--- src/rtl/fpu_divsqrt_iter_pkg.sv ---
// Shared definitions for the iterative FDIV/FSQRT unit: FSM states, operand
// classes, FLAGS bit positions and the canonical quiet-NaN pattern.
package fpu_divsqrt_iter_pkg;

    typedef enum logic [2:0] {
        S_IDLE,
        S_UNPACK,
        S_ITER,
        S_NORM,
        S_ROUND,
        S_DONE
    } state_e;

    typedef enum logic [2:0] {
        CLS_ZERO,
        CLS_NORMAL,
        CLS_INF,
        CLS_QNAN,
        CLS_SNAN
    } fp_class_e;

    localparam int FLAG_NV = 4;
    localparam int FLAG_DZ = 3;
    localparam int FLAG_OF = 2;
    localparam int FLAG_UF = 1;
    localparam int FLAG_NX = 0;

    localparam int QNAN_MAX_W = 128;

    // Positive qNaN: exponent all ones, only the fraction MSB set.
    function automatic logic [QNAN_MAX_W-1:0] qnan_bits(input int exp_w, input int man_w);
        logic [QNAN_MAX_W-1:0] one;
        one = QNAN_MAX_W'(1);
        return (((one << exp_w) - one) << man_w) | (one << (man_w - 1));
    endfunction

endpackage

--- src/rtl/fpu_classify.sv ---
// Combinational unpacker for one floating-point operand: sign, exponent,
// mantissa with hidden bit, and class. Subnormals are reported as zero.
module fpu_classify
    import fpu_divsqrt_iter_pkg::*;
#(
    parameter int EXP_W = 8,
    parameter int MAN_W = 23
) (
    input  logic [EXP_W+MAN_W:0] data,
    output logic                 sign,
    output logic [EXP_W-1:0]     exp_field,
    output logic [MAN_W:0]       man,
    output fp_class_e            cls
);
    logic [EXP_W-1:0] e;
    logic [MAN_W-1:0] f;

    assign sign = data[EXP_W+MAN_W];
    assign e    = data[EXP_W+MAN_W-1:MAN_W];
    assign f    = data[MAN_W-1:0];

    always_comb begin
        exp_field = e;
        man       = {1'b1, f};
        cls       = CLS_NORMAL;
        if (e == '0) begin
            man = '0;
            cls = CLS_ZERO;
        end else if (&e) begin
            man = '0;
            if (f == '0)
                cls = CLS_INF;
            else if (f[MAN_W-1])
                cls = CLS_QNAN;
            else
                cls = CLS_SNAN;
        end
    end

endmodule

--- src/rtl/fpu_divsqrt_iter.sv ---
// Iterative radix-2 restoring FDIV/FSQRT unit, one result bit per cycle.
// Define FPU_DIVSQRT_FLUSH_EN to add the FLUSH abort input.
module fpu_divsqrt_iter
    import fpu_divsqrt_iter_pkg::*;
#(
    parameter int EXP_W = 8,
    parameter int MAN_W = 23,
    parameter int TAG_W = 5
) (
    input  logic                 CLK,
    input  logic                 RESETN,
`ifdef FPU_DIVSQRT_FLUSH_EN
    input  logic                 FLUSH,
`endif
    input  logic                 START,
    input  logic                 OP,
    input  logic [EXP_W+MAN_W:0] DATA1,
    input  logic [EXP_W+MAN_W:0] DATA2,
    input  logic [TAG_W-1:0]     TAG_IN,
    output logic                 BUSY,
    output logic                 VALID_OUT,
    input  logic                 RESULT_READY,
    output logic [EXP_W+MAN_W:0] RESULT,
    output logic [TAG_W-1:0]     TAG_OUT,
    output logic [4:0]           FLAGS
);
    localparam int W     = 1 + EXP_W + MAN_W;
    localparam int QW    = MAN_W + 3;
    localparam int RW    = MAN_W + 6;
    localparam int XW    = 2 * MAN_W + 6;
    localparam int EW    = EXP_W + 2;
    localparam int CNT_W = $clog2(QW);
    localparam logic signed [EW-1:0] BIAS    = EW'((1 << (EXP_W - 1)) - 1);
    localparam logic signed [EW-1:0] EXP_MAX = EW'((1 << EXP_W) - 1);
    localparam logic [QNAN_MAX_W-1:0] QNAN_FULL = qnan_bits(EXP_W, MAN_W);
    localparam logic [W-1:0] QNAN = QNAN_FULL[W-1:0];

    logic flush_req;
`ifdef FPU_DIVSQRT_FLUSH_EN
    assign flush_req = FLUSH;
`else
    assign flush_req = 1'b0;
`endif

    state_e                 state;
    logic                   op_q, sign_q, special_q;
    logic [W-1:0]           a_q, b_q, spec_res_q;
    logic [4:0]             spec_flags_q;
    logic signed [EW-1:0]   exp_q;
    logic [RW-1:0]          rem_q;
    logic [QW-1:0]          quo_q;
    logic [XW-1:0]          rad_q;
    logic [MAN_W:0]         dsr_q;
    logic [CNT_W-1:0]       cnt_q;

    logic                   sa, sb;
    logic [EXP_W-1:0]       ea, eb;
    logic [MAN_W:0]         ma, mb;
    fp_class_e              ca, cb;

    fpu_classify #(.EXP_W(EXP_W), .MAN_W(MAN_W)) u_cls_a (
        .data(a_q), .sign(sa), .exp_field(ea), .man(ma), .cls(ca)
    );
    fpu_classify #(.EXP_W(EXP_W), .MAN_W(MAN_W)) u_cls_b (
        .data(b_q), .sign(sb), .exp_field(eb), .man(mb), .cls(cb)
    );

    logic signed [EW-1:0] ea_s, eb_s, e_unb;
    logic [MAN_W+1:0]     sq_man;
    assign ea_s   = signed'(EW'(ea));
    assign eb_s   = signed'(EW'(eb));
    assign e_unb  = ea_s - BIAS;
    // Odd unbiased exponent: fold one power of two into the radicand.
    assign sq_man = e_unb[0] ? {ma, 1'b0} : {1'b0, ma};

    logic         spec_hit, res_sign;
    logic [W-1:0] spec_res, inf_r, zero_r;
    logic [4:0]   spec_flags;

    always_comb begin
        spec_hit   = 1'b1;
        spec_flags = '0;
        spec_res   = QNAN;
        res_sign   = op_q ? sa : (sa ^ sb);
        inf_r      = {res_sign, {EXP_W{1'b1}}, {MAN_W{1'b0}}};
        zero_r     = {res_sign, {(EXP_W + MAN_W){1'b0}}};
        if (op_q) begin
            if (ca == CLS_SNAN) begin
                spec_flags[FLAG_NV] = 1'b1;
            end else if (ca == CLS_QNAN) begin
                spec_res = QNAN;
            end else if (ca == CLS_ZERO) begin
                spec_res = zero_r;
            end else if (sa) begin
                spec_flags[FLAG_NV] = 1'b1;
            end else if (ca == CLS_INF) begin
                spec_res = inf_r;
            end else begin
                spec_hit = 1'b0;
            end
        end else begin
            if (ca == CLS_SNAN || cb == CLS_SNAN) begin
                spec_flags[FLAG_NV] = 1'b1;
            end else if (ca == CLS_QNAN || cb == CLS_QNAN) begin
                spec_res = QNAN;
            end else if ((ca == CLS_ZERO && cb == CLS_ZERO) || (ca == CLS_INF && cb == CLS_INF)) begin
                spec_flags[FLAG_NV] = 1'b1;
            end else if (ca == CLS_INF) begin
                spec_res = inf_r;
            end else if (cb == CLS_ZERO) begin
                spec_res            = inf_r;
                spec_flags[FLAG_DZ] = 1'b1;
            end else if (ca == CLS_ZERO || cb == CLS_INF) begin
                spec_res = zero_r;
            end else begin
                spec_hit = 1'b0;
            end
        end
    end

    // One restoring step: divide compares against the divisor, square root
    // brings down two radicand bits and compares against (root << 2) | 1.
    logic [RW-1:0] rem_sh, trial, rem_nx;
    logic          bit_nx;

    always_comb begin
        if (op_q) begin
            rem_sh = {rem_q[RW-3:0], rad_q[XW-1 -: 2]};
            trial  = RW'({quo_q, 2'b01});
        end else begin
            rem_sh = rem_q;
            trial  = RW'(dsr_q);
        end
        bit_nx = (rem_sh >= trial);
        rem_nx = bit_nx ? (rem_sh - trial) : rem_sh;
        if (!op_q)
            rem_nx = rem_nx << 1;
    end

    logic [MAN_W:0]       mant;
    logic [MAN_W+1:0]     mant_r;
    logic [MAN_W-1:0]     frac_r;
    logic                 guard, sticky, rup;
    logic signed [EW-1:0] exp_r;
    logic [W-1:0]         rnd_res;
    logic [4:0]           rnd_flags;

    always_comb begin
        mant      = quo_q[QW-1:2];
        guard     = quo_q[1];
        sticky    = quo_q[0] | (rem_q != '0);
        rup       = guard & (sticky | mant[0]);
        mant_r    = {1'b0, mant} + (MAN_W + 2)'(rup);
        frac_r    = mant_r[MAN_W+1] ? mant_r[MAN_W:1] : mant_r[MAN_W-1:0];
        exp_r     = exp_q + (mant_r[MAN_W+1] ? EW'(1) : EW'(0));
        rnd_flags = '0;
        rnd_flags[FLAG_NX] = guard | sticky;
        rnd_res   = {sign_q, exp_r[EXP_W-1:0], frac_r};
        if (exp_r >= EXP_MAX) begin
            rnd_res            = {sign_q, {EXP_W{1'b1}}, {MAN_W{1'b0}}};
            rnd_flags[FLAG_OF] = 1'b1;
            rnd_flags[FLAG_NX] = 1'b1;
        end else if (exp_r <= EW'(0)) begin
            rnd_res            = {sign_q, {(EXP_W + MAN_W){1'b0}}};
            rnd_flags[FLAG_UF] = 1'b1;
            rnd_flags[FLAG_NX] = 1'b1;
        end
    end

    always_ff @(posedge CLK or negedge RESETN) begin
        if (!RESETN) begin
            state        <= S_IDLE;
            op_q         <= 1'b0;
            a_q          <= '0;
            b_q          <= '0;
            sign_q       <= 1'b0;
            exp_q        <= '0;
            rem_q        <= '0;
            quo_q        <= '0;
            rad_q        <= '0;
            dsr_q        <= '0;
            cnt_q        <= '0;
            special_q    <= 1'b0;
            spec_res_q   <= '0;
            spec_flags_q <= '0;
            BUSY         <= 1'b0;
            VALID_OUT    <= 1'b0;
            RESULT       <= '0;
            TAG_OUT      <= '0;
            FLAGS        <= '0;
        end else if (flush_req) begin
            state     <= S_IDLE;
            BUSY      <= 1'b0;
            VALID_OUT <= 1'b0;
        end else begin
            case (state)
                S_IDLE: begin
                    if (START) begin
                        op_q    <= OP;
                        a_q     <= DATA1;
                        b_q     <= DATA2;
                        TAG_OUT <= TAG_IN;
                        BUSY    <= 1'b1;
                        state   <= S_UNPACK;
                    end
                end
                S_UNPACK: begin
                    quo_q <= '0;
                    // Specials skip the iteration but still take the ROUND slot.
                    if (spec_hit) begin
                        special_q    <= 1'b1;
                        spec_res_q   <= spec_res;
                        spec_flags_q <= spec_flags;
                        state        <= S_ROUND;
                    end else begin
                        special_q <= 1'b0;
                        cnt_q     <= CNT_W'(QW - 1);
                        state     <= S_ITER;
                        if (op_q) begin
                            sign_q <= 1'b0;
                            exp_q  <= (e_unb >>> 1) + BIAS;
                            rem_q  <= '0;
                            rad_q  <= {sq_man, {(MAN_W + 4){1'b0}}};
                        end else begin
                            sign_q <= sa ^ sb;
                            exp_q  <= ea_s - eb_s + BIAS;
                            rem_q  <= RW'(ma);
                            dsr_q  <= mb;
                        end
                    end
                end
                S_ITER: begin
                    rem_q <= rem_nx;
                    quo_q <= {quo_q[QW-2:0], bit_nx};
                    rad_q <= rad_q << 2;
                    if (cnt_q == '0)
                        state <= S_NORM;
                    else
                        cnt_q <= cnt_q - 1'b1;
                end
                S_NORM: begin
                    if (!op_q && !quo_q[QW-1]) begin
                        quo_q <= quo_q << 1;
                        exp_q <= exp_q - EW'(1);
                    end
                    state <= S_ROUND;
                end
                S_ROUND: begin
                    RESULT    <= special_q ? spec_res_q : rnd_res;
                    FLAGS     <= special_q ? spec_flags_q : rnd_flags;
                    VALID_OUT <= 1'b1;
                    state     <= S_DONE;
                end
                S_DONE: begin
                    if (RESULT_READY) begin
                        VALID_OUT <= 1'b0;
                        BUSY      <= 1'b0;
                        state     <= S_IDLE;
                    end
                end
                default: state <= S_IDLE;
            endcase
        end
    end

endmodule

--- config.mk ---
export PLATFORM = sky130hd
export DESIGN_NAME = fpu_divsqrt_iter
export DESIGN_NICKNAME = d
export VERILOG_FILES = /design/src/rtl/fpu_divsqrt_iter_pkg.sv /design/src/rtl/fpu_classify.sv /design/src/rtl/fpu_divsqrt_iter.sv
export SDC_FILE = /design/constraint.sdc
export NUM_CORES = 1
export LEC_CHECK = 0
export BUFFER_PORTS_ARGS = -buffer_cell sky130_fd_sc_hd__clkbuf_2
export CAP_MARGIN = 40
export CORE_ASPECT_RATIO = 0.7
export CORE_UTILIZATION = 35
export DETAILED_ROUTE_END_ITERATION = 8
export GPL_TIMING_DRIVEN = 0
export MAX_ROUTING_LAYER = met4
export PLACE_DENSITY_LB_ADDON = 0.15
export SETUP_SLACK_MARGIN = 0.3
export SYNTH_ARGS = -nofsm -noshare
export SYNTH_HDL_FRONTEND = slang
export SYNTH_HIERARCHICAL = 1
export SYNTH_SLANG_ARGS = --single-unit
--- constraint.sdc ---
create_clock -name CLK -period 5.3 [get_ports CLK]
set_input_delay 0 -clock CLK [delete_from_list [all_inputs] [get_ports CLK]]
set_output_delay 0 -clock CLK [all_outputs]
set_load 0.01 [all_outputs]
==> results.sh <==
export IMPL_numCtsBuffers=27
export IMPL_clkSinkCount=238
export IMPL_hp_class="in2async"
export IMPL_setup_viol_count_final=0
export IMPL_avgSynthCellArea_sq_um=9.20
export IMPL_yosys_area_share_simple=0.196
export IMPL_synthCells=1672
export IMPL_powerDensity_mw_per_mm2=757
export IMPL_gr_usage_all_layers=0.232
export IMPL_hold_worst_slack_ns=0.0437
export IMPL_power_uw=14000
export IMPL_maxCapViolations=0
export IMPL_path_cells="buf_4 -> clkbuf_4 -> clkbuf_4 -> clkbuf_2 -> clkbuf_1 -> buf_6 -> o21ai_0 -> ha_1 -> clkbuf_2 -> nand3_1 -> nor4_1 -> nand3_1 -> a21oi_1 -> a2111oi_4 -> nand2_2 -> buf_4 -> mux2i_1 -> a21oi_1 -> a211o_1"
export IMPL_clock_skew_ns=0.0147
export IMPL_fp_coreArea_sq_mm=0.0428
export IMPL_status="finished clean"
export IMPL_cp_arrival_ns=5.27
export IMPL_synthTopCellsByCount="dfrtp_1, nand2_1, mux2_2, o21ai_0, nor2_1"
export IMPL_slew_violations=0
export IMPL_multi_input_area_sq_mm=0.00874
export IMPL_start_kind="register"
export IMPL_synth_top_area_frac=0.387
export IMPL_dpl_cell_area_sq_mm=0.0168
export IMPL_place_hpwl_um=38000
export IMPL_stdcell_area_sq_mm=0.0185
export IMPL_clkSlewWorstSetupHoldPaths_ns=0.06
export IMPL_die_x_um=253
export IMPL_clock_fmax_ghz=0.207
export IMPL_p_leak_uw=0.00828
export IMPL_synth_top_family_by_area="simple AND/OR/NAND/NOR gates"
export IMPL_wl_per_cell_um=19.9
export IMPL_fillCellCount=4290
export IMPL_grt_ovfl_total=0
export IMPL_nets=2020
export IMPL_regArea_sq_mm=0.00596
export IMPL_crit_path_top_delay_cell="dfrtp_1"
export IMPL_ant_nets=0
export IMPL_htreeDepth=1
export IMPL_insertion_delay_ns=0.57
export IMPL_grt_first_pass_wirelength_um=78200
export IMPL_grt_pass1_vias=13100
export IMPL_antenna_found_initial=1
export IMPL_drive_gt1_frac=0.203
export IMPL_ir_worst_vdd_uv=463
export IMPL_slew_headroom=0.452
export IMPL_vias_per_cell=5.43
export IMPL_post_route_period_util=0.911
export IMPL_synth_xor_area_share=0.0404
export IMPL_syn_area_sq_mm=0.0154
export IMPL_synth_cell_types=90
export IMPL_drt_iter0_markers=1175
export IMPL_yosysSeqAreaShare=0.387
export IMPL_synth_fa_ha_area_frac=0.0392
export IMPL_gp_congestion=0.929
export IMPL_clockRootBuffer="clkbuf_16"
export IMPL_ys_warn_count=6
export IMPL_tightest_slew_ns=0.822
export IMPL_worstReg2RegStart="op_q"
export IMPL_synth_compound_area_frac=0.157
export IMPL_hold_violations=0
export IMPL_io_buffers=117
export IMPL_worstSetupPathType="reg2reg"
export IMPL_max_stage_delay_ns=0.42
export IMPL_cp_end_kind="register"
export IMPL_synthMostInstantiatedCell="dfrtp_1"
export IMPL_rows=63
export IMPL_required_ns=5.74
export IMPL_dieArea_sq_mm=0.0448
export IMPL_async_flop_share=1.00
export IMPL_initial_utilization=0.359
export IMPL_drc=0
export IMPL_chipHeight_um=177
export IMPL_synth_top_area_cell="dfrtp_1"
export IMPL_synthMuxAreaShare=0.131
export IMPL_synth_edf_count=0
export IMPL_synthFlopType="dfrtp_1"
export IMPL_firstDrtPassIters=6
export IMPL_rsz0062_at_grt="no"
export IMPL_drt_wl_total_um=49800
export IMPL_ys_top_cells_by_area="dfrtp_1, mux2_2, nand2_1, mux2i_1, ha_1"
export IMPL_pin_count=118
export IMPL_synth_nets=1793
export IMPL_areaGrowthSynthToFinish_pct=20.5
export IMPL_crit_path_max_fanout=10
export IMPL_ys_ff_latch=238
export IMPL_rrSetupSlack_ns=0.47
export IMPL_reg2regPathDepth=19
export IMPL_vias=13600
export IMPL_clk_path_buf_depth=3
export IMPL_fin_cells=2504
export IMPL_grt_max_degree=98
export IMPL_timing_rr_end="rem_q[5]"
export IMPL_period_needed_ns=4.83
export IMPL_cts_tree="done"
export IMPL_dp_cells=2379
flip-flops by register name, indices dropped and copies added, names as in the netlist:
name,cells
RESULT,32
a_q,32
b_q,32
rem_q,29
quo_q,26
rad_q,25
dsr_q,24
exp_q,10
FLAGS,5
TAG_OUT,5
cnt_q,5
spec_res_q,3
state,3
spec_flags_q,2
BUSY,1
VALID_OUT,1
op_q,1
sign_q,1
special_q,1
power by group:
group / total, uW / internal, uW / switching (uW) / leakage (uW)
registers: 3140 / 2520 / 614 / 0.00298
logic: 9000 / 3640 / 5360 / 0.00489
clock network: 1880 / 1060 / 818 / 0.000414
total: 14000 / 7220 / 6790 / 0.00828
per-layer routing:
layer	vias up	routed length, um	GRT usage
met2	333	20800	0.325
met4	0	805	0.0422
met5	-	0	-
li1	6502	-	-
met1	6714	25200	0.343
met3	50	3090	0.0455
worst max-delay path, delay by kind of cell, from the launching register on:
kind,cells,cell delay [ns]
DFF,1,0.42
AOI/OAI and AO/OA,5,0.95
buffers and inverters,8,1.90
and+or+nand+nor,4,0.78
adders and majority gates,1,0.31
muxes,1,0.32
layout by cell type (no fill, tap or decap), types with 8 or more instances in the layout:
| cell | instances |
|---|---|
| clkbuf_1 | 68 |
| a211o_1 | 16 |
| o21ai_0 | 109 |
| ha_1 | 45 |
| o211ai_1 | 10 |
| xnor2_1 | 40 |
| and3_1 | 20 |
| clkbuf_2 | 122 |
| nor2_1 | 107 |
| nor2b_1 | 14 |
| inv_1 | 34 |
| a21oi_1 | 103 |
| nand2b_1 | 14 |
| clkbuf_16 | 27 |
| buf_2 | 20 |
| nand3_1 | 68 |
| nor3b_1 | 45 |
| xor2_1 | 31 |
| dfrtp_1 | 236 |
| nor4_1 | 26 |
| buf_4 | 25 |
| mux2i_1 | 64 |
| nor3_1 | 22 |
| and2_1 | 9 |
| a211oi_1 | 9 |
| a21o_1 | 16 |
| a22oi_1 | 11 |
| mux2_2 | 120 |
| o31ai_1 | 8 |
| a22o_1 | 8 |
| a31oi_1 | 11 |
| buf_6 | 8 |
| dlygate4sd3_1 | 73 |
| nand2_1 | 204 |
| nand4_1 | 16 |
worst max path at each step:
| stage | slack (ns) | endpoint | cells after the start | startpoint |
|---|---|---|---|---|
| 4_1_cts | 0.31 | rem_q[5] | 17 | op_q |
| 5_1_grt | 0.30 | rem_q[4] | 19 | op_q |
| 3_5_place_dp | -0.93 | rem_q[5] | 17 | op_q |
| 2_1_floorplan | 0.95 | rem_q[4] | 18 | op_q |
| 3_3_place_gp | -1.0 | TAG_OUT[4] | 1 | RESETN |
| 6_report | 0.47 | rem_q[5] | 19 | op_q |
stage by stage:
| stage | util | setup WS, ns | TNS [ns] |
|---|---|---|---|
| after global routing | 0.433 | 0.296 | 0 |
| after detailed placement | 0.392 | -0.933 | -23.94 |
| after floorplan | - | 0.945 | 0 |
| after global placement | 0.390 | -0.996 | -249.88 |
| after CTS | 0.431 | 0.307 | 0 |
| final | 0.433 | 0.470 | 0 |
repair_timing:
action                                 in CTS  in global routing
pin swaps                                   0                  3
endpoints found under the hold margin     312                  0
setup buffers                               0                  1
setup endpoints to repair                  30                 65
gates resized for setup                    13                 19
hold buffers                               74                  0
cell families (layout without fill, tap and decap cells):
group	count (synthesis)	in the layout
AO/OA/AOI/OAI	373	373
XOR/XNOR	71	71
adder cells (fa/ha/maj)	47	47
buffers and inverters	161	407
flip-flops	238	238
multiplexers	186	186
other	0	1
AND/OR/NAND/NOR	596	596
final cells by class:
cell class                      instances  share of cell area
Clock buffer                           34              0.0390
Antenna cell                            1            0.000135
Clock inverter                         14             0.00743
Inverter                               35             0.00709
Buffer                                126              0.0353
Tap cell                              585              0.0395
Sequential cell                       238               0.322
Timing Repair Buffer                  198              0.0782
Multi-Input combinational cell       1273               0.472
Power figures use the tool's default switching activity.
